<file path="src/rtl/vec_ctrl_pkg.sv">
// Shared types for the vector sequencing controller: opcode/funct3/mop
// encodings, FSM state encoding and the latched control word.
package vec_ctrl_pkg;

  typedef enum logic [6:0] {
    V_ARITH = 7'b1010111,
    V_LOAD  = 7'b0000111,
    V_STORE = 7'b0100111
  } v_opcode_e;

  typedef enum logic [2:0] {
    F3_CONF = 3'b111
  } v_func3_e;

  // Memory addressing modes, instruction bits [27:26]
  localparam logic [1:0] MOP_UNIT      = 2'b00;
  localparam logic [1:0] MOP_IDX_UNORD = 2'b01;
  localparam logic [1:0] MOP_STRIDED   = 2'b10;
  localparam logic [1:0] MOP_IDX_ORD   = 2'b11;

  typedef enum logic [1:0] {
    IDLE  = 2'd0,
    CONF  = 2'd1,
    MEM   = 2'd2,
    DRAIN = 2'd3
  } ctrl_state_e;

  // Every select driven toward vec_decode / vec_registerfile / vec_lsu
  typedef struct packed {
    logic       vl_sel;
    logic       vtype_sel;
    logic       rs1_sel;
    logic       rs1rd_de;
    logic       lumop_sel;
    logic       vec_reg_wr_en;
    logic [1:0] data_mux1_sel;
    logic       data_mux2_sel;
    logic       stride_sel;
    logic       index_str;
    logic       ld_inst;
    logic       st_inst;
  } vec_ctrl_word_t;

  // Element widths accepted for vector loads/stores
  function automatic logic mem_width_ok(input logic [2:0] width);
    return (width == 3'b000) || (width == 3'b101) ||
           (width == 3'b110) || (width == 3'b111);
  endfunction

endpackage

</file>
<file path="src/rtl/vec_inst_decoder.sv">
// Combinational decode of one vector instruction into the control word,
// plus the instruction class and a legality flag.
module vec_inst_decoder
  import vec_ctrl_pkg::*;
#(
  parameter int XLEN = 32
) (
  input  logic [XLEN-1:0] vec_inst,
  output vec_ctrl_word_t  ctrl,
  output logic            legal,
  output logic            is_conf,
  output logic            is_mem,
  output logic            ordered
);

  logic [6:0] opcode;
  logic [2:0] funct3;
  logic [1:0] mop;
  logic       rs1_rd_zero;
  logic       unused_fields;

  assign opcode      = vec_inst[6:0];
  assign funct3      = vec_inst[14:12];
  assign mop         = vec_inst[27:26];
  assign rs1_rd_zero = (vec_inst[19:15] == 5'd0) && (vec_inst[11:7] == 5'd0);
  // Fields that only matter further down the pipe
  assign unused_fields = ^{vec_inst[29:28], vec_inst[25:20]};

  // Opcode/funct3/mop decode
  // NOTE: every output gets a default first so no path through the case
  // leaves a value held, which would infer a latch.
  always_comb begin
    ctrl    = '0;
    legal   = 1'b0;
    is_conf = 1'b0;
    is_mem  = 1'b0;
    ordered = 1'b0;
    case (opcode)
      V_ARITH: begin
        if (funct3 == F3_CONF) begin
          legal   = 1'b1;
          is_conf = 1'b1;
          if (vec_inst[31] && vec_inst[30]) begin
            // vsetivli: AVL is an immediate
            ctrl.vl_sel    = 1'b1;
            ctrl.vtype_sel = 1'b1;
            ctrl.rs1rd_de  = 1'b1;
            ctrl.rs1_sel   = 1'b0;
          end else begin
            // vsetvli (bit31=0) takes vtype from the immediate; vsetvl from rs2
            ctrl.vl_sel    = 1'b0;
            ctrl.vtype_sel = !vec_inst[31];
            ctrl.rs1rd_de  = !rs1_rd_zero;
            ctrl.rs1_sel   = rs1_rd_zero;
          end
        end
      end
      V_LOAD, V_STORE: begin
        if (mem_width_ok(funct3)) begin
          legal              = 1'b1;
          is_mem             = 1'b1;
          ctrl.ld_inst       = (opcode == V_LOAD);
          ctrl.st_inst       = (opcode == V_STORE);
          ctrl.vec_reg_wr_en = (opcode == V_LOAD);
          ctrl.rs1_sel       = 1'b1;
          ctrl.rs1rd_de      = 1'b1;
          ctrl.lumop_sel     = 1'b1;
          ctrl.vtype_sel     = 1'b1;
          ctrl.data_mux1_sel = 2'b01;
          case (mop)
            MOP_UNIT: begin
              ctrl.stride_sel    = 1'b1;
              ctrl.data_mux2_sel = 1'b1;
            end
            MOP_STRIDED: begin
              ctrl.stride_sel    = 1'b0;
              ctrl.data_mux2_sel = 1'b1;
            end
            default: begin
              ctrl.index_str     = 1'b1;
              ctrl.data_mux2_sel = 1'b0;
              ordered            = (mop == MOP_IDX_ORD);
            end
          endcase
        end
      end
      default: ;
    endcase
  end

endmodule

</file>
<file path="src/rtl/vector_seq_controller.sv">
// Sequential vector instruction controller: accepts one instruction over a
// valid/ready port, holds its control word, and either strobes a CSR write
// or splits a load/store into LSU beats of up to LANES elements.
module vector_seq_controller
  import vec_ctrl_pkg::*;
#(
  parameter int XLEN  = 32,
  parameter int VLEN  = 512,
  parameter int LANES = 4,
  parameter int VL_W  = $clog2(VLEN) + 1
) (
  input  logic                   clk,
  input  logic                   reset,
  input  logic                   inst_valid,
  output logic                   inst_ready,
  input  logic [XLEN-1:0]        vec_inst,
  input  logic                   flush,
  input  logic [VL_W-1:0]        vl,
  output logic                   lsu_req_valid,
  input  logic                   lsu_req_ready,
  output logic [VL_W-1:0]        lsu_elem_idx,
  output logic [$clog2(LANES):0] lsu_elem_cnt,
  input  logic                   lsu_done,
  output logic                   csrwr_en,
  output logic                   vl_sel,
  output logic                   vtype_sel,
  output logic                   rs1_sel,
  output logic                   rs1rd_de,
  output logic                   lumop_sel,
  output logic                   vec_reg_wr_en,
  output logic [1:0]             data_mux1_sel,
  output logic                   data_mux2_sel,
  output logic                   stride_sel,
  output logic                   index_str,
  output logic                   ld_inst,
  output logic                   st_inst,
  output logic                   busy,
  output logic                   illegal_inst
);

  localparam int CNT_W = $clog2(LANES) + 1;

  localparam logic [1:0] ST_IDLE  = IDLE;
  localparam logic [1:0] ST_CONF  = CONF;
  localparam logic [1:0] ST_MEM   = MEM;
  localparam logic [1:0] ST_DRAIN = DRAIN;

  vec_ctrl_word_t   dec_ctrl;
  vec_ctrl_word_t   ctrl_q;
  logic             dec_legal;
  logic             dec_conf;
  logic             dec_mem;
  logic             dec_ordered;

  logic [1:0]       state;
  logic [1:0]       state_nxt;
  logic [VL_W-1:0]  vl_q;
  logic [VL_W-1:0]  ptr;
  logic [VL_W-1:0]  ptr_next;
  logic [VL_W-1:0]  remaining;
  logic [VL_W-1:0]  vl_clamped;
  logic [CNT_W-1:0] beat_cnt;
  logic             ordered_q;
  logic             illegal_q;
  logic             accept;
  logic             beat_fire;

  vec_inst_decoder #(
    .XLEN (XLEN)
  ) u_decoder (
    .vec_inst (vec_inst),
    .ctrl     (dec_ctrl),
    .legal    (dec_legal),
    .is_conf  (dec_conf),
    .is_mem   (dec_mem),
    .ordered  (dec_ordered)
  );

  assign accept     = inst_valid && inst_ready;
  assign beat_fire  = lsu_req_valid && lsu_req_ready;
  assign vl_clamped = (vl > VL_W'(VLEN)) ? VL_W'(VLEN) : vl;
  // ptr never passes vl_q, so this cannot wrap
  assign remaining  = vl_q - ptr;
  assign ptr_next   = ptr + VL_W'(beat_cnt);

  // Beat size: one element for ordered indexed, otherwise min(LANES, remaining)
  always_comb begin
    beat_cnt = '0;
    if (state == ST_MEM) begin
      if (ordered_q) begin
        beat_cnt = CNT_W'(1);
      end else if (remaining >= VL_W'(LANES)) begin
        beat_cnt = CNT_W'(LANES);
      end else begin
        beat_cnt = remaining[CNT_W-1:0];
      end
    end
  end

  // Next-state logic; flush overrides every transition
  always_comb begin
    state_nxt = state;
    case (state)
      ST_IDLE: begin
        if (accept && dec_legal) begin
          if (dec_conf)                state_nxt = ST_CONF;
          else if (vl_clamped == '0)   state_nxt = ST_DRAIN;
          else if (dec_mem)            state_nxt = ST_MEM;
        end
      end
      ST_CONF:  state_nxt = ST_IDLE;
      ST_MEM:   if (beat_fire && (ptr_next == vl_q)) state_nxt = ST_DRAIN;
      ST_DRAIN: if ((vl_q == '0) || lsu_done) state_nxt = ST_IDLE;
      default:  state_nxt = ST_IDLE;
    endcase
    if (flush) state_nxt = ST_IDLE;
  end

  // State, latched instruction context and beat pointer
  // NOTE: non-blocking assignments here so every register samples the
  // pre-edge values of the others, independent of statement order.
  always_ff @(posedge clk) begin
    if (reset) begin
      state     <= ST_IDLE;
      ctrl_q    <= '0;
      vl_q      <= '0;
      ptr       <= '0;
      ordered_q <= 1'b0;
      illegal_q <= 1'b0;
    end else begin
      state     <= state_nxt;
      illegal_q <= accept && !dec_legal && !flush;
      if (state_nxt == ST_IDLE) begin
        ctrl_q    <= '0;
        vl_q      <= '0;
        ptr       <= '0;
        ordered_q <= 1'b0;
      end else if (state == ST_IDLE) begin
        ctrl_q    <= dec_ctrl;
        vl_q      <= vl_clamped;
        ptr       <= '0;
        ordered_q <= dec_ordered;
      end else if (beat_fire) begin
        ptr <= ptr_next;
      end
    end
  end

  assign inst_ready    = (state == ST_IDLE);
  assign busy          = (state != ST_IDLE);
  assign csrwr_en      = (state == ST_CONF);
  assign lsu_req_valid = (state == ST_MEM);
  assign lsu_elem_idx  = (state == ST_MEM) ? ptr : '0;
  assign lsu_elem_cnt  = beat_cnt;
  assign illegal_inst  = illegal_q;

  assign vl_sel        = ctrl_q.vl_sel;
  assign vtype_sel     = ctrl_q.vtype_sel;
  assign rs1_sel       = ctrl_q.rs1_sel;
  assign rs1rd_de      = ctrl_q.rs1rd_de;
  assign lumop_sel     = ctrl_q.lumop_sel;
  assign vec_reg_wr_en = ctrl_q.vec_reg_wr_en;
  assign data_mux1_sel = ctrl_q.data_mux1_sel;
  assign data_mux2_sel = ctrl_q.data_mux2_sel;
  assign stride_sel    = ctrl_q.stride_sel;
  assign index_str     = ctrl_q.index_str;
  assign ld_inst       = ctrl_q.ld_inst;
  assign st_inst       = ctrl_q.st_inst;

endmodule

</file>
<file path="config.mk">
export PLATFORM = sky130hd
export DESIGN_NAME = vector_seq_controller
export DESIGN_NICKNAME = d
export VERILOG_FILES = /design/src/rtl/vec_ctrl_pkg.sv /design/src/rtl/vec_inst_decoder.sv /design/src/rtl/vector_seq_controller.sv
export SDC_FILE = /design/constraint.sdc
export NUM_CORES = 1
export LEC_CHECK = 0
export CORE_UTILIZATION = 50
export CTS_CLUSTER_SIZE = 12
export DETAILED_ROUTE_END_ITERATION = 6
export MAX_ROUTING_LAYER = met4
export PLACE_DENSITY_LB_ADDON = 0.15
export SLEW_MARGIN = 0
export SYNTH_ARGS = -nofsm -noshare
export SYNTH_HDL_FRONTEND = slang
export SYNTH_SLANG_ARGS = --single-unit
</file>
<file path="constraint.sdc">
create_clock -name clk -period 10.58 [get_ports clk]
set_input_delay 1.587 -clock clk [delete_from_list [all_inputs] [get_ports clk]]
set_output_delay 1.587 -clock clk [all_outputs]
set_load 0.05 [all_outputs]
</file>
Yosys cells after proc, flatten, opt, wreduce, memory -nomap -nowiden. Cells that the tools add are included. W data, S select, Z words.

Register bits after elaboration: 37. Input port bits: 48. Logic and storage cells: 92.

Add/sub/neg operators: 2. $lt $le $gt $ge: 2. Equal/unequal tests: 12. Multiplexer cells: 30. Reductions and logical operators: 29.

Operators with widths (number): $logic_not A10 Y1 (2); $mux W10 (2); $mux W2 (7); $mux W12 (1); $mux W1 (11); $add A10 B3 Y10 (1); $eq A10 B10 Y1 (1); $ge A10 B3 Y1 const B (1); $gt A10 B10 Y1 const B (1); $logic_not A5 Y1 (2); $sub A10 B10 Y10 (1); $eq A3 B3 Y1 const B (3); $mux W3 (3); $mux W9 (1); $eq A2 B2 Y1 const B (4); $logic_and A1 B1 Y1 (8); $mux W4 (2); $pmux W2 S4 (1); $eq A7 B3 Y1 const B (1); $eq A7 B6 Y1 const B (1); $eq A7 B7 Y1 const B (1); $logic_not A2 Y1 (3); $pmux W3 S2 (1); $reduce_or A2 Y1 (3); 7 further kinds (13).

Logic depth before layout (Yosys ltp). Gate-level depths: netlist (run 1).

Word-level depth: 14. Gate-level depth with buffers: 19. Gate-level depth less buffers: 19.

Cells and area by module. From an unflattened synthesis (run 1), not the netlist that was laid out.

Cells, all modules: 353. Area, all modules: 2643.8 µm².

By module, submodules not included: vector_seq_controller (instances 1, cells an instance 321, area an instance 2454.9 µm², seq. area each 740.7 µm²); vec_inst_decoder (instances 1, cells an instance 32, area an instance 188.9 µm², seq. area each 0.0 µm²).

Least setup slack after synthesis (run 1). Ideal clock, no wire load.

Kind: register to register. Start point: register vl_q[0]. End point: register state[0]. Library setup time: 0.122 ns. Arrival time: 4.594 ns. Path slack: 5.863 ns. Cell stages (with the launch flop): 18. Path buffers: 0. Cell sequence: dfxtp_1 -> inv_1 -> ha_1 -> inv_1 -> fa_1 -> a211oi_1 -> o21bai_1 -> a21oi_1 -> mux2i_1 -> nor2_1 -> a21boi_0 -> ha_1 -> nor2b_1 -> o21ai_0 -> xnor2_1 -> nor4_1 -> a311o_1 -> o311a_1.

Cells in the longest elaborated chain, start to end: 11. Elaborated cells between the ends (all ways): 14. Those cells by class: 2 x add/sub; 1 x order compare; 1 x eq/ne; 7 x mux; 3 x reduce/logical.

Ends and longest elaborated chain: start, declared (RTL line vector_seq_controller.sv:57) `logic [VL_W-1:0] vl_q;`; start signal, assigned (RTL line vector_seq_controller.sv:140) `vl_q <= vl_clamped;`; $sub A10 B10 Y10 (*) (RTL line vector_seq_controller.sv:83) `assign remaining = vl_q - ptr;`; $ge A10 B3 Y1 (RTL line vector_seq_controller.sv:92) `end else if (remaining >= VL_W'(LANES)) begin`; $mux W3 (*) (RTL line vector_seq_controller.sv:92); $mux W3 (*) (RTL line vector_seq_controller.sv:90) `if (ordered_q) begin`; $mux W3 (*) (RTL line vector_seq_controller.sv:89) `if (state == ST_MEM) begin`; named net lsu_elem_cnt[2] (RTL line vector_seq_controller.sv:22) `output logic [$clog2(LANES):0] lsu_elem_cnt,`; $add A10 B3 Y10 (*) (RTL line vector_seq_controller.sv:84) `assign ptr_next = ptr + VL_W'(beat_cnt);`; $eq A10 B10 Y1 (*) (RTL line vector_seq_controller.sv:112) `ST_MEM: if (beat_fire && (ptr_next == vl_q)) state_nxt = ST_DRAIN;`; $logic_and A1 B1 Y1 (*) (RTL line vector_seq_controller.sv:112); $mux W2 (*) (RTL line vector_seq_controller.sv:112); $pmux W2 S4 (*) (RTL line vector_seq_controller.sv:103) `case (state)`; $mux W2 (*) (RTL line vector_seq_controller.sv:116) `if (flush) state_nxt = ST_IDLE;`; end signal, assigned (RTL line vector_seq_controller.sv:131) `state <= state_nxt;`; end, declared (RTL line vector_seq_controller.sv:55) `logic [1:0] state;`.

The timed path passes the listed nets; every way through them passes the cells marked *. A chain may end at the register's enable or synchronous reset.

Worst setup path after layout (run 1).
Start point: register ptr[0]. End point: output port lsu_elem_cnt[2].

Cells in the longest elaborated chain, start to end: 5.

Ends and longest elaborated chain: start, declared (RTL line vector_seq_controller.sv:58) `logic [VL_W-1:0] ptr;`; start signal, assigned (RTL line vector_seq_controller.sv:144) `ptr <= ptr_next;`; $sub A10 B10 Y10 (*) (RTL line vector_seq_controller.sv:83); $ge A10 B3 Y1 (RTL line vector_seq_controller.sv:92); $mux W3 (*) (RTL line vector_seq_controller.sv:92); $mux W3 (*) (RTL line vector_seq_controller.sv:90); $mux W3 (*) (RTL line vector_seq_controller.sv:89); end, declared (RTL line vector_seq_controller.sv:22).

Every way passes the cells marked *; elsewhere a longest branch is shown, timed or not.

==> results of run 1 <==
-- how the worst max path moves through the flow --
stage,startpoint,endpoint,slack (ns),cells past startpoint
final,ptr[0]$_SDFFE_PP0P_,lsu_elem_cnt[2],5.42,10
after global routing,vl_q[0]$_SDFFE_PP0P_,lsu_elem_cnt[2],5.19,11
after CTS,vl_q[0]$_SDFFE_PP0P_,lsu_elem_cnt[2],5.43,11
after detailed placement,ptr[0]$_SDFFE_PP0P_,lsu_elem_cnt[2],5.75,10
after global placement,vl_q[0]$_SDFFE_PP0P_,lsu_elem_cnt[2],5.80,11
after floorplan,vl_q[0]$_SDFFE_PP0P_,state[0]$_SDFF_PP0_,5.86,17
-- layout make-up --
| class | instances | area share (%) |
|---|---|---|
| multi-input cells | 248 | 49.2 |
| repair buffers | 70 | 22.2 |
| flip-flops and latches | 34 | 21.6 |
| clock buffers | 6 | 2.62 |
| well taps | 52 | 2.07 |
| inverters | 16 | 1.91 |
| clock inverters | 2 | 0.398 |
-- logic make-up (layout without fill, tap and decap cells) --
| kind of cell | Yosys count | in the layout | synth area share (%) |
|---|---|---|---|
| and+or+nand+nor | 136 | 136 | 28.9 |
| muxes | 2 | 2 | 0.841 |
| adders and majority gates | 14 | 14 | 7.99 |
| buffers and inverters | 30 | 94 | 6.36 |
| AOI/OAI and AO/OA | 71 | 71 | 18.3 |
| xor gates and xnor gates | 24 | 24 | 8.83 |
| other | 1 | 1 | 0.158 |
| DFF | 34 | 34 | 28.6 |
-- metrics by stage --
| stage | instance area [µm²] | total power [mW] | utilization (%) | hold slack [ns] |
|---|---|---|---|---|
| finish | 3150 | 0.254 | 70.3 | 0.462 |
| global placement | 3050 | 0.156 | 68.2 | 0.439 |
| detailed placement | 3050 | 0.156 | 68.2 | 0.453 |
| floorplan | 2380 | 0.140 | - | 0.443 |
| CTS | 3150 | 0.255 | 70.3 | 0.468 |
| global route | 3150 | 0.264 | 70.3 | 0.497 |
-- per-layer routing --
| layer | up-vias | GRT usage (%) | part of all wire [%] |
|---|---|---|---|
| met5 | - | - | 0 |
| met4 | 0 | 11.3 | 2.5 |
| met3 | 16 | 4.27 | 5.5 |
| li1 | 1238 | - | - |
| met2 | 65 | 40.7 | 45 |
| met1 | 1108 | 37.5 | 47 |
-- worst min-delay path, cell delays in order, from the launching register on --
cell and delay (ns):
dfxtp_1 0.32, nand2_1 0.05, a21oi_1 0.05
-- power breakdown --
part / total, mW / internal (mW) / switching, mW / leakage [nW]
sequential: 0.128 / 0.128 / 0.0000794 / 0.274
combinational: 0.0254 / 0.0162 / 0.00913 / 0.728
clock: 0.100 / 0.0522 / 0.0478 / 0.0472
total: 0.254 / 0.197 / 0.0570 / 1.05
-- synth_stat cells, drive strengths merged (2+ instances only) --
cell	number
nand3b	3
nand4b	2
o21bai	2
fa	2
nand2	19
clkbuf	6
o31ai	4
or3	3
mux2i	2
xor2	7
o21ai	11
and4	3
buf	8
nor3b	9
inv	15
nor4	9
a22oi	2
and2	5
nand4	6
nor2b	2
nand2b	2
a21oi	32
nor3	9
dfxtp	34
xnor2	17
nor2	51
ha	12
nand3	9
and3	2
o21a	2
a211oi	7
==> reports/results.ini, run 1 <==
[worst_setup_path]
r2r-end = state[0]$_SDFF_PP0_
end_kind = output port
start_kind = flip-flop
slowest_delay_ns = 0.87
critical_path_peak_fanout = 4
r2r_slack_ns = 6.33
crit_buf_inv = 2
worstPathArrival_ns = 3.58
worstPathCellList = ha_1 -> inv_1 -> fa_1 -> a211oi_1 -> o21bai_1 -> a21oi_1 -> mux2i_1 -> nor2_1 -> a21boi_0 -> clkdlybuf4s50_1
critPathKind = flip-flop to output port
rr_startpoint = ptr[0]$_SDFFE_PP0P_
required_ns = 8.99
cpMaxStageDelayCell = clkdlybuf4s50_1
rr_worst_depth = 18
path_delay_family = compound AO/OA/AOI/OAI gates

[clock_tree]
h-tree-depth = 2
numCtsBuffers = 5
cts_tree = built
root_buffer = clkbuf_8
hold_buffers = 0
clk_path_buf_depth = 2
insertion_delay_ns = 0.29
ctsResizeCount = 0
clock_sinks = 34
cts_setup_buffers = 0
clk_pin_slew_ns = 0.07

[timing]
maxSlewHeadroom_pct = 54.5
setup_slack_ns = 5.42
skew_ns = 0.00451
timing.setup.tns_ns = 0
rsz0062_at_grt = no
fmax_ghz = 0.194
finalCritPeriodShare_pct = 48.8
finalHoldViolations = 0
period_minus_slack_ns = 5.16
slew_viol_final = 0
setup_viol = 0
tightest_slew_ns = 0.677

[layout]
final_common_cell = clkdlybuf4s50_1
seq_area_um2 = 681
nFillCells = 399
num_antenna_cells = 0
drive_gt1_share_pct = 2.66
syn_to_final_growth_pct = 32.2
final_net_count = 437
reg.largest.list = ptr (10), vl_q (10), state (2)
multi_input_area_mm2 = 0.00155
final_cell_mix = clkdlybuf4s50_1, nor2_1, dfxtp_1
layout.cells.non_filler = 428

[placed_design]
place_ws_ns = 5.75
post-place-cells = 420
portBuffers = 69
place.gp.congestion = 0.914
post-dp-hpwl_um = 4910

[yosys]
synth-edff-count = 0
yosysUniqueCellTypes = 52
async_flop_share_pct = 0
syn_area_mm2 = 0.00238
synth.top_cell.area_share_pct = 28.6
synth_ff_type = dfxtp_1
ys_seq_elements = 34
syn_nets = 374
ys_warn_count = 0
ys_top_cells_by_area = dfxtp_1, nor2_1, a21oi_1
synthCells = 312
avgSynthCellArea_um2 = 7.63
ys_seq_area_share_pct = 28.6
yosysTopAreaCell = dfxtp_1

[route]
dr.pass1.iters = 7
wl_per_cell_um = 14.7
drc_errors = 1
routed_wl_um = 6300
dr.first_iter.drc_count = 147
num_vias = 2427
antenna_left = 0
via_per_inst = 5.67

[floorplanning]
dieArea_mm2 = 0.00504
die_h_um = 71.0
die_w_um = 71.0
start_util_pct = 53.2
ios = 79
coreArea_mm2 = 0.00447
rows = 24

[grt]
grt_pass1_wl_um = 10500
gr-usage-all-layers_pct = 27.5
grt_max_degree = 40
grt_pass1_vias = 2216
gr-total-overflow = 0
antenna_found_initial = 0

[outcome]
violations = design-rule violations
status = finished with violations

[hold_path]
worstHoldStart = rs1rd_de$_SDFFE_PP0P_
holdPathEnd = rs1rd_de$_SDFFE_PP0P_
whs_path_depth = 2
hp-class = flip-flop to flip-flop

[pwr]
p_per_area_mw_per_mm2 = 80.6
leakage_nw = 1.05
peakVddDrop_mv = 0.0661

[run]
maxCapViolations = 0

Power figures use the tool's default switching activity.
==> inputs of run 2 (changes only) <==
--- a/config.mk
+++ b/config.mk
@@ -5,7 +5,7 @@
 export SDC_FILE = /design/constraint.sdc
 export NUM_CORES = 1
 export LEC_CHECK = 0
-export CORE_UTILIZATION = 50
+export CORE_UTILIZATION = 46
 export CTS_CLUSTER_SIZE = 12
 export DETAILED_ROUTE_END_ITERATION = 6
 export MAX_ROUTING_LAYER = met4
==> constraint.sdc (replaced) <==
create_clock -name clk -period 5.02 [get_ports clk]
set_input_delay 0.753 -clock clk [delete_from_list [all_inputs] [get_ports clk]]
set_output_delay 0.753 -clock clk [all_outputs]
set_load 0.05 [all_outputs]
==> run 2 against run 1 <==
- the run now ends clean
- die area is 8.4% higher
- via count increased by 2.0%
- non-clock buffer count unchanged
- sequential share of layout area decreased by 0.13 points
- critical path type unchanged
- highest routed layer unchanged
==> reports/results.ini, run 2 (synthesis gave the netlist of run 1 again) <==
[outcome]
status = finished, final reports clean

[grt]
gr-usage-all-layers_pct = 26.2  ; -1.3 points
grt_pass1_vias = 2230  ; +0.63%
grt_pass1_wl_um = 10500  ; -0.52%
grt_max_degree = 39  ; -2.5%
antenna_found_initial = 0  ; unchanged
gr-total-overflow = 0  ; unchanged

[worst_setup_path]
critical_path_peak_fanout = 4  ; unchanged
rr_startpoint = vl_q[0]$_SDFFE_PP0P_
startpoint = vl_q[0]$_SDFFE_PP0P_
worstPathCellList = inv_1 -> ha_1 -> inv_1 -> fa_1 -> a211oi_1 -> o21bai_1 -> a21oi_1 -> mux2i_1 -> nor2_1 -> a21boi_0 -> clkdlybuf4s50_1
start_kind = flip-flop
slowest_delay_ns = 0.86  ; about the same
r2r-end = state[0]$_SDFF_PP0_
r2r_slack_ns = 0.76  ; -5.57 ns
rr_worst_depth = 19  ; +1
path_delay_family = buffers and inverters
cpMaxStageDelayCell = clkdlybuf4s50_1
worstPathArrival_ns = 3.58  ; about the same
worstSetupPathDepth = 11  ; +1
crit_buf_inv = 3  ; +1
end_kind = output port
cp_common_cell = inv_1
cp-endpoint = lsu_elem_cnt[2]
critPathKind = flip-flop to output port
required_ns = 4.27  ; -4.72 ns

[layout]
postLayoutCellArea_mm2 = 0.00317  ; +0.60%
final_net_count = 437  ; unchanged
num_antenna_cells = 0  ; unchanged
final_common_cell = clkdlybuf4s50_1
syn_to_final_growth_pct = 33.0
final_cell_mix = clkdlybuf4s50_1, nor2_1, dfxtp_1
layout.cells.non_filler = 443  ; +3.5%
reg.largest.list = ptr (10), vl_q (10), state (2)
drive_gt1_share_pct = 2.66  ; unchanged

[route]
dr.pass1.iters = 4  ; -3
wl_per_cell_um = 14.6  ; -1.1%
via_per_inst = 5.59  ; -1.5%
num_vias = 2475  ; +2.0%
drc_errors = 0  ; -1
antenna_left = 0  ; unchanged
routed_wl_um = 6450  ; +2.3%
dr.first_iter.drc_count = 111  ; -24%

[timing]
setup_viol = 0  ; unchanged
timing.setup.tns_ns = 0  ; unchanged
skew_ns = 0.00703  ; +0.00251 ns
setup_slack_ns = 0.692  ; -4.73 ns
tightest_slew_ns = 0.671  ; -0.00571 ns
slew_viol_final = 0  ; unchanged
timing.hold.ws_ns = 0.461  ; -0.00174 ns
finalCritPeriodShare_pct = 86.2
fmax_ghz = 0.231
maxSlewHeadroom_pct = 54.9  ; +0.38 points
finalHoldViolations = 0  ; unchanged
rsz0062_at_grt = no
period_minus_slack_ns = 4.33

[run]
maxCapViolations = 0  ; unchanged

[placed_design]
post-place-cells = 435  ; +3.6%
place_area_mm2 = 0.00307  ; +0.61%
place_ws_ns = 0.867  ; -4.88 ns
post-dp-hpwl_um = 4950  ; +0.83%
portBuffers = 69  ; unchanged
place.gp.congestion = 0.923  ; +1.1%

[pwr]
p_clk_share_pct = 40.1  ; +0.7 points
intPower_mw = 0.414  ; +110%
switching_share_pct = 23.4  ; +0.91 points
p_per_area_mw_per_mm2 = 171  ; +110%
power_frac_comb_pct = 10.0  ; about the same
leakage_nw = 1.05  ; unchanged
seq_power_share_pct = 49.9  ; -0.6 points
p_switching_mw = 0.127  ; +120%
peakVddDrop_mv = 0.126  ; +91%

[clock_tree]
cts_tree = built
h-tree-depth = 2  ; unchanged
numCtsBuffers = 5  ; unchanged
insertion_delay_ns = 0.29  ; about the same
hold_buffers = 0  ; unchanged
clock_sinks = 34  ; unchanged
clk_pin_slew_ns = 0.07  ; about the same
cts_setup_buffers = 0  ; unchanged
ctsResizeCount = 0  ; unchanged
root_buffer = clkbuf_8
clk_path_buf_depth = 2  ; unchanged

[floorplanning]
die_h_um = 73.9  ; +4.1%
dieArea_mm2 = 0.00546  ; +8.4%
ios = 79  ; unchanged
die_w_um = 73.9  ; +4.1%
start_util_pct = 49.1  ; -4.1 points
coreArea_mm2 = 0.00485  ; +8.4%
rows = 25  ; +4.2%

[hold_path]
hp-class = flip-flop to flip-flop

[run 2: cell counts in the layout (fill, tap and decap cells not counted)]
Identical to the previous run, type by type.
[run 2: worst min path at each step]
stage,start,end,slack [ns],cells past startpoint
floorplan,ordered_q$_SDFFE_PP0P_,ordered_q$_SDFFE_PP0P_,0.44,2
global placement,vl_sel$_SDFFE_PP0P_,vl_sel$_SDFFE_PP0P_,0.45,2
detailed placement,rs1rd_de$_SDFFE_PP0P_,rs1rd_de$_SDFFE_PP0P_,0.45,2
CTS,st_inst$_SDFFE_PP0P_,st_inst$_SDFFE_PP0P_,0.46,2
global route,st_inst$_SDFFE_PP0P_,st_inst$_SDFFE_PP0P_,0.47,2
finish,st_inst$_SDFFE_PP0P_,st_inst$_SDFFE_PP0P_,0.46,2
[run 2: stage by stage]
| step | power, mW | utilization, % |
|---|---|---|
| final | 0.541 | 65.3 |
| after global routing | 0.560 | 65.3 |
| after CTS | 0.542 | 65.3 |
| after detailed placement | 0.330 | 63.3 |
| after global placement | 0.329 | 63.3 |
| after floorplan | 0.294 | - |
[run 2: worst min-delay path: stages, from the launching register on]
cell and delay, ns:
dfxtp_1 0.31, nand2_1 0.05, a21oi_1 0.05
[run 2: cell type report]
class                           count  area, µm²
Clock inverter                      2       12.5
Tap cell                           67       83.8
Fill cell                         449       1680
Multi-Input combinational cell    248       1550
Timing Repair Buffer               70        698
Clock buffer                        6       82.6
Sequential cell                    34        681
Inverter                           16       60.1
[run 2: per-layer routing]
metal  GRT usage [%]  vias to the layer above  routed length, µm
met5               -                        -                  0
met4            9.40                        0                109
met3            5.62                       12                365
met2            38.7                       68               3010
met1            35.0                     1160               2970
li1                -                     1235                  -
[run 2: power by group through the flow]
stage               combinational [mW]  sequential, mW  clock, mW
finish                          0.0539           0.270      0.217
global route                    0.0581           0.270      0.232
CTS                             0.0537           0.270      0.219
detailed placement              0.0534           0.276          0
global placement                0.0527           0.276          0
floorplan                       0.0165           0.278          0
==> inputs of run 3 (changes only) <==
--- a/config.mk
+++ b/config.mk
@@ -5,7 +5,10 @@
 export SDC_FILE = /design/constraint.sdc
 export NUM_CORES = 1
 export LEC_CHECK = 0
-export CORE_UTILIZATION = 46
+export CELL_PAD_IN_SITES_DETAIL_PLACEMENT = 0
+export CELL_PAD_IN_SITES_GLOBAL_PLACEMENT = 1
+export CORE_UTILIZATION = 33
+export CTS_BUF_LIST = sky130_fd_sc_hd__clkbuf_16
 export CTS_CLUSTER_SIZE = 12
 export DETAILED_ROUTE_END_ITERATION = 6
 export MAX_ROUTING_LAYER = met4
==> run 3 against run 2 <==
- core utilization is 17 points lower
- routed wire length is 5.2% higher
- clock-buffer cell count is 1 lower
- worst hold slack worse by 0.0040 ns
- register-to-register slack worse by 0.08 ns
- first-iteration DRC count is 32% higher
- final area is 4.3% higher
- power is 34% higher
- sequential share of layout area is 0.88 points lower
- die area is 38% higher
- critical path depth is 1 lower
- worst setup slack worse by 0.037 ns
- critical path type unchanged
- critical endpoint unchanged
==> reports/results.ini, run 3 (synthesis gave the netlist of run 1 again) <==
[timing]
timing.hold.ws_ns = 0.457  ; -0.00398 ns
fmax_ghz = 0.229  ; -0.85%
maxSlewHeadroom_pct = 50.9  ; -4.0 points
slew_viol_final = 0  ; unchanged
finalHoldViolations = 0  ; unchanged
setup_viol = 0  ; unchanged
timing.setup.tns_ns = 0  ; unchanged
skew_ns = 0.00476  ; -0.00227 ns
finalCritPeriodShare_pct = 87.0  ; +0.74 points
tightest_slew_ns = 0.731  ; +0.0594 ns
period_minus_slack_ns = 4.37  ; +0.0372 ns
rsz0062_at_grt = no

[clock_tree]
hold_buffers = 0  ; unchanged
ctsResizeCount = 0  ; unchanged
clk_pin_slew_ns = 0.06  ; about the same
insertion_delay_ns = 0.27  ; -0.02 ns
clk_path_buf_depth = 2  ; unchanged
clock_sinks = 34  ; unchanged
root_buffer = clkbuf_16
h-tree-depth = 2  ; unchanged
cts_tree = built
numCtsBuffers = 5  ; unchanged
cts_setup_buffers = 0  ; unchanged

[route]
dr.first_iter.drc_count = 146  ; +32%
antenna_left = 0  ; unchanged
wl_per_cell_um = 14.4  ; -1.2%
via_per_inst = 5.03  ; -9.9%
num_vias = 2376  ; -4.0%
drc_errors = 0  ; unchanged
routed_wl_um = 6790  ; +5.2%
dr.pass1.iters = 4  ; unchanged

[layout]
drive_gt1_share_pct = 2.66  ; unchanged
num_antenna_cells = 0  ; unchanged
final_cell_mix = clkdlybuf4s50_1, nor2_1, dfxtp_1
reg.largest.list = ptr (10), vl_q (10), state (2)
final_common_cell = clkdlybuf4s50_1
final_net_count = 437  ; unchanged
utilization_pct = 48.1  ; -17 points
nFillCells = 696  ; +55%
syn_to_final_growth_pct = 38.7

[floorplanning]
ios = 79  ; unchanged
coreArea_mm2 = 0.00687  ; +42%
die_w_um = 86.9  ; +18%
start_util_pct = 34.6  ; -14 points
rows = 30  ; +20%
die_h_um = 86.9  ; +18%
dieArea_mm2 = 0.00756  ; +38%

[worst_setup_path]
end_kind = output port
required_ns = 4.27  ; about the same
path_delay_family = compound AO/OA/AOI/OAI gates
cpMaxStageDelayCell = clkdlybuf4s50_1
critical_path_peak_fanout = 4  ; unchanged
critPathKind = flip-flop to output port
worstPathCellList = ha_1 -> inv_1 -> fa_1 -> a211oi_1 -> o21bai_1 -> a21oi_1 -> mux2i_1 -> nor2_1 -> a21boi_0 -> clkdlybuf4s50_1
start_kind = flip-flop
crit_buf_inv = 2  ; -1
slowest_delay_ns = 0.87  ; about the same
worstPathArrival_ns = 3.61  ; +0.03 ns

[grt]
gr-usage-all-layers_pct = 19.5  ; -6.7 points
gr-total-overflow = 0  ; unchanged
grt_pass1_wl_um = 11100  ; +6.1%
antenna_found_initial = 0  ; unchanged
grt_max_degree = 39  ; unchanged
grt_pass1_vias = 2220  ; -0.45%

[hold_path]
hp-class = flip-flop to flip-flop

[run]
maxCapViolations = 0  ; unchanged

[placed_design]
portBuffers = 69  ; unchanged
place.gp.congestion = 0.866  ; -6.2%
post-dp-hpwl_um = 5220  ; +5.6%

[pwr]
p_per_area_mw_per_mm2 = 220  ; +29%
power_mw = 0.726  ; +34%
leakage_nw = 1.10  ; +4.5%
peakVddDrop_mv = 0.145  ; +15%

[outcome]
status = finished, final reports clean

==> run 3: per-layer routing <==
| layer | up-vias | GRT usage, % | part of all wire (%) |
|---|---|---|---|
| met5 | - | - | 0 |
| met4 | 0 | 5.61 | 0.96 |
| met3 | 6 | 3.70 | 4.5 |
| met2 | 64 | 29.6 | 46 |
| met1 | 1072 | 26.4 | 49 |
| li1 | 1234 | - | - |
==> run 3: tightest hold or removal path, cell delays in order, from the launching register on <==
cell,delay (ns)
dfxtp_1,0.31
nand2_1,0.05
a21oi_1,0.05
==> run 3: layout make-up <==
| cell class | count | area (µm²) | area share [%] |
|---|---|---|---|
| sequential | 34 | 681 | 20.6 |
| multi-input combinational | 248 | 1550 | 46.9 |
| clock inverter | 3 | 68.8 | 2.08 |
| tap | 96 | 120 | 3.64 |
| clock buffer | 5 | 125 | 3.79 |
| inverter | 16 | 60.1 | 1.82 |
| timing repair buffer | 70 | 698 | 21.2 |
==> run 3: through the flow <==
stage | cell area, µm² | instances | worst slack, ns
finish | 3300 | 472 | 0.654
CTS | 3300 | 472 | 0.679
floorplan | 2380 | 312 | 0.303
global placement | 3110 | 464 | 0.823
detailed placement | 3110 | 464 | 0.785
global route | 3300 | 472 | 0.364
==> run 3: where the power goes <==
part	total, mW	leakage [nW]	internal (mW)	switching, mW
Combinational	0.0537	0.728	0.0342	0.0195
Clock	0.402	0.0940	0.285	0.117
Sequential	0.270	0.274	0.270	0.000182
==> run 3: path summary, 6_finish.rpt <==
path / from / end / slack [ns] / depth (start not counted)
max: ptr[0]$_SDFFE_PP0P_ / lsu_elem_cnt[2] / 0.65 / 10
min: rs1rd_de$_SDFFE_PP0P_ / rs1rd_de$_SDFFE_PP0P_ / 0.46 / 2
max reg2reg: ptr[0]$_SDFFE_PP0P_ / state[0]$_SDFF_PP0_ / 0.68 / 18
min reg2reg: rs1rd_de$_SDFFE_PP0P_ / rs1rd_de$_SDFFE_PP0P_ / 0.46 / 2
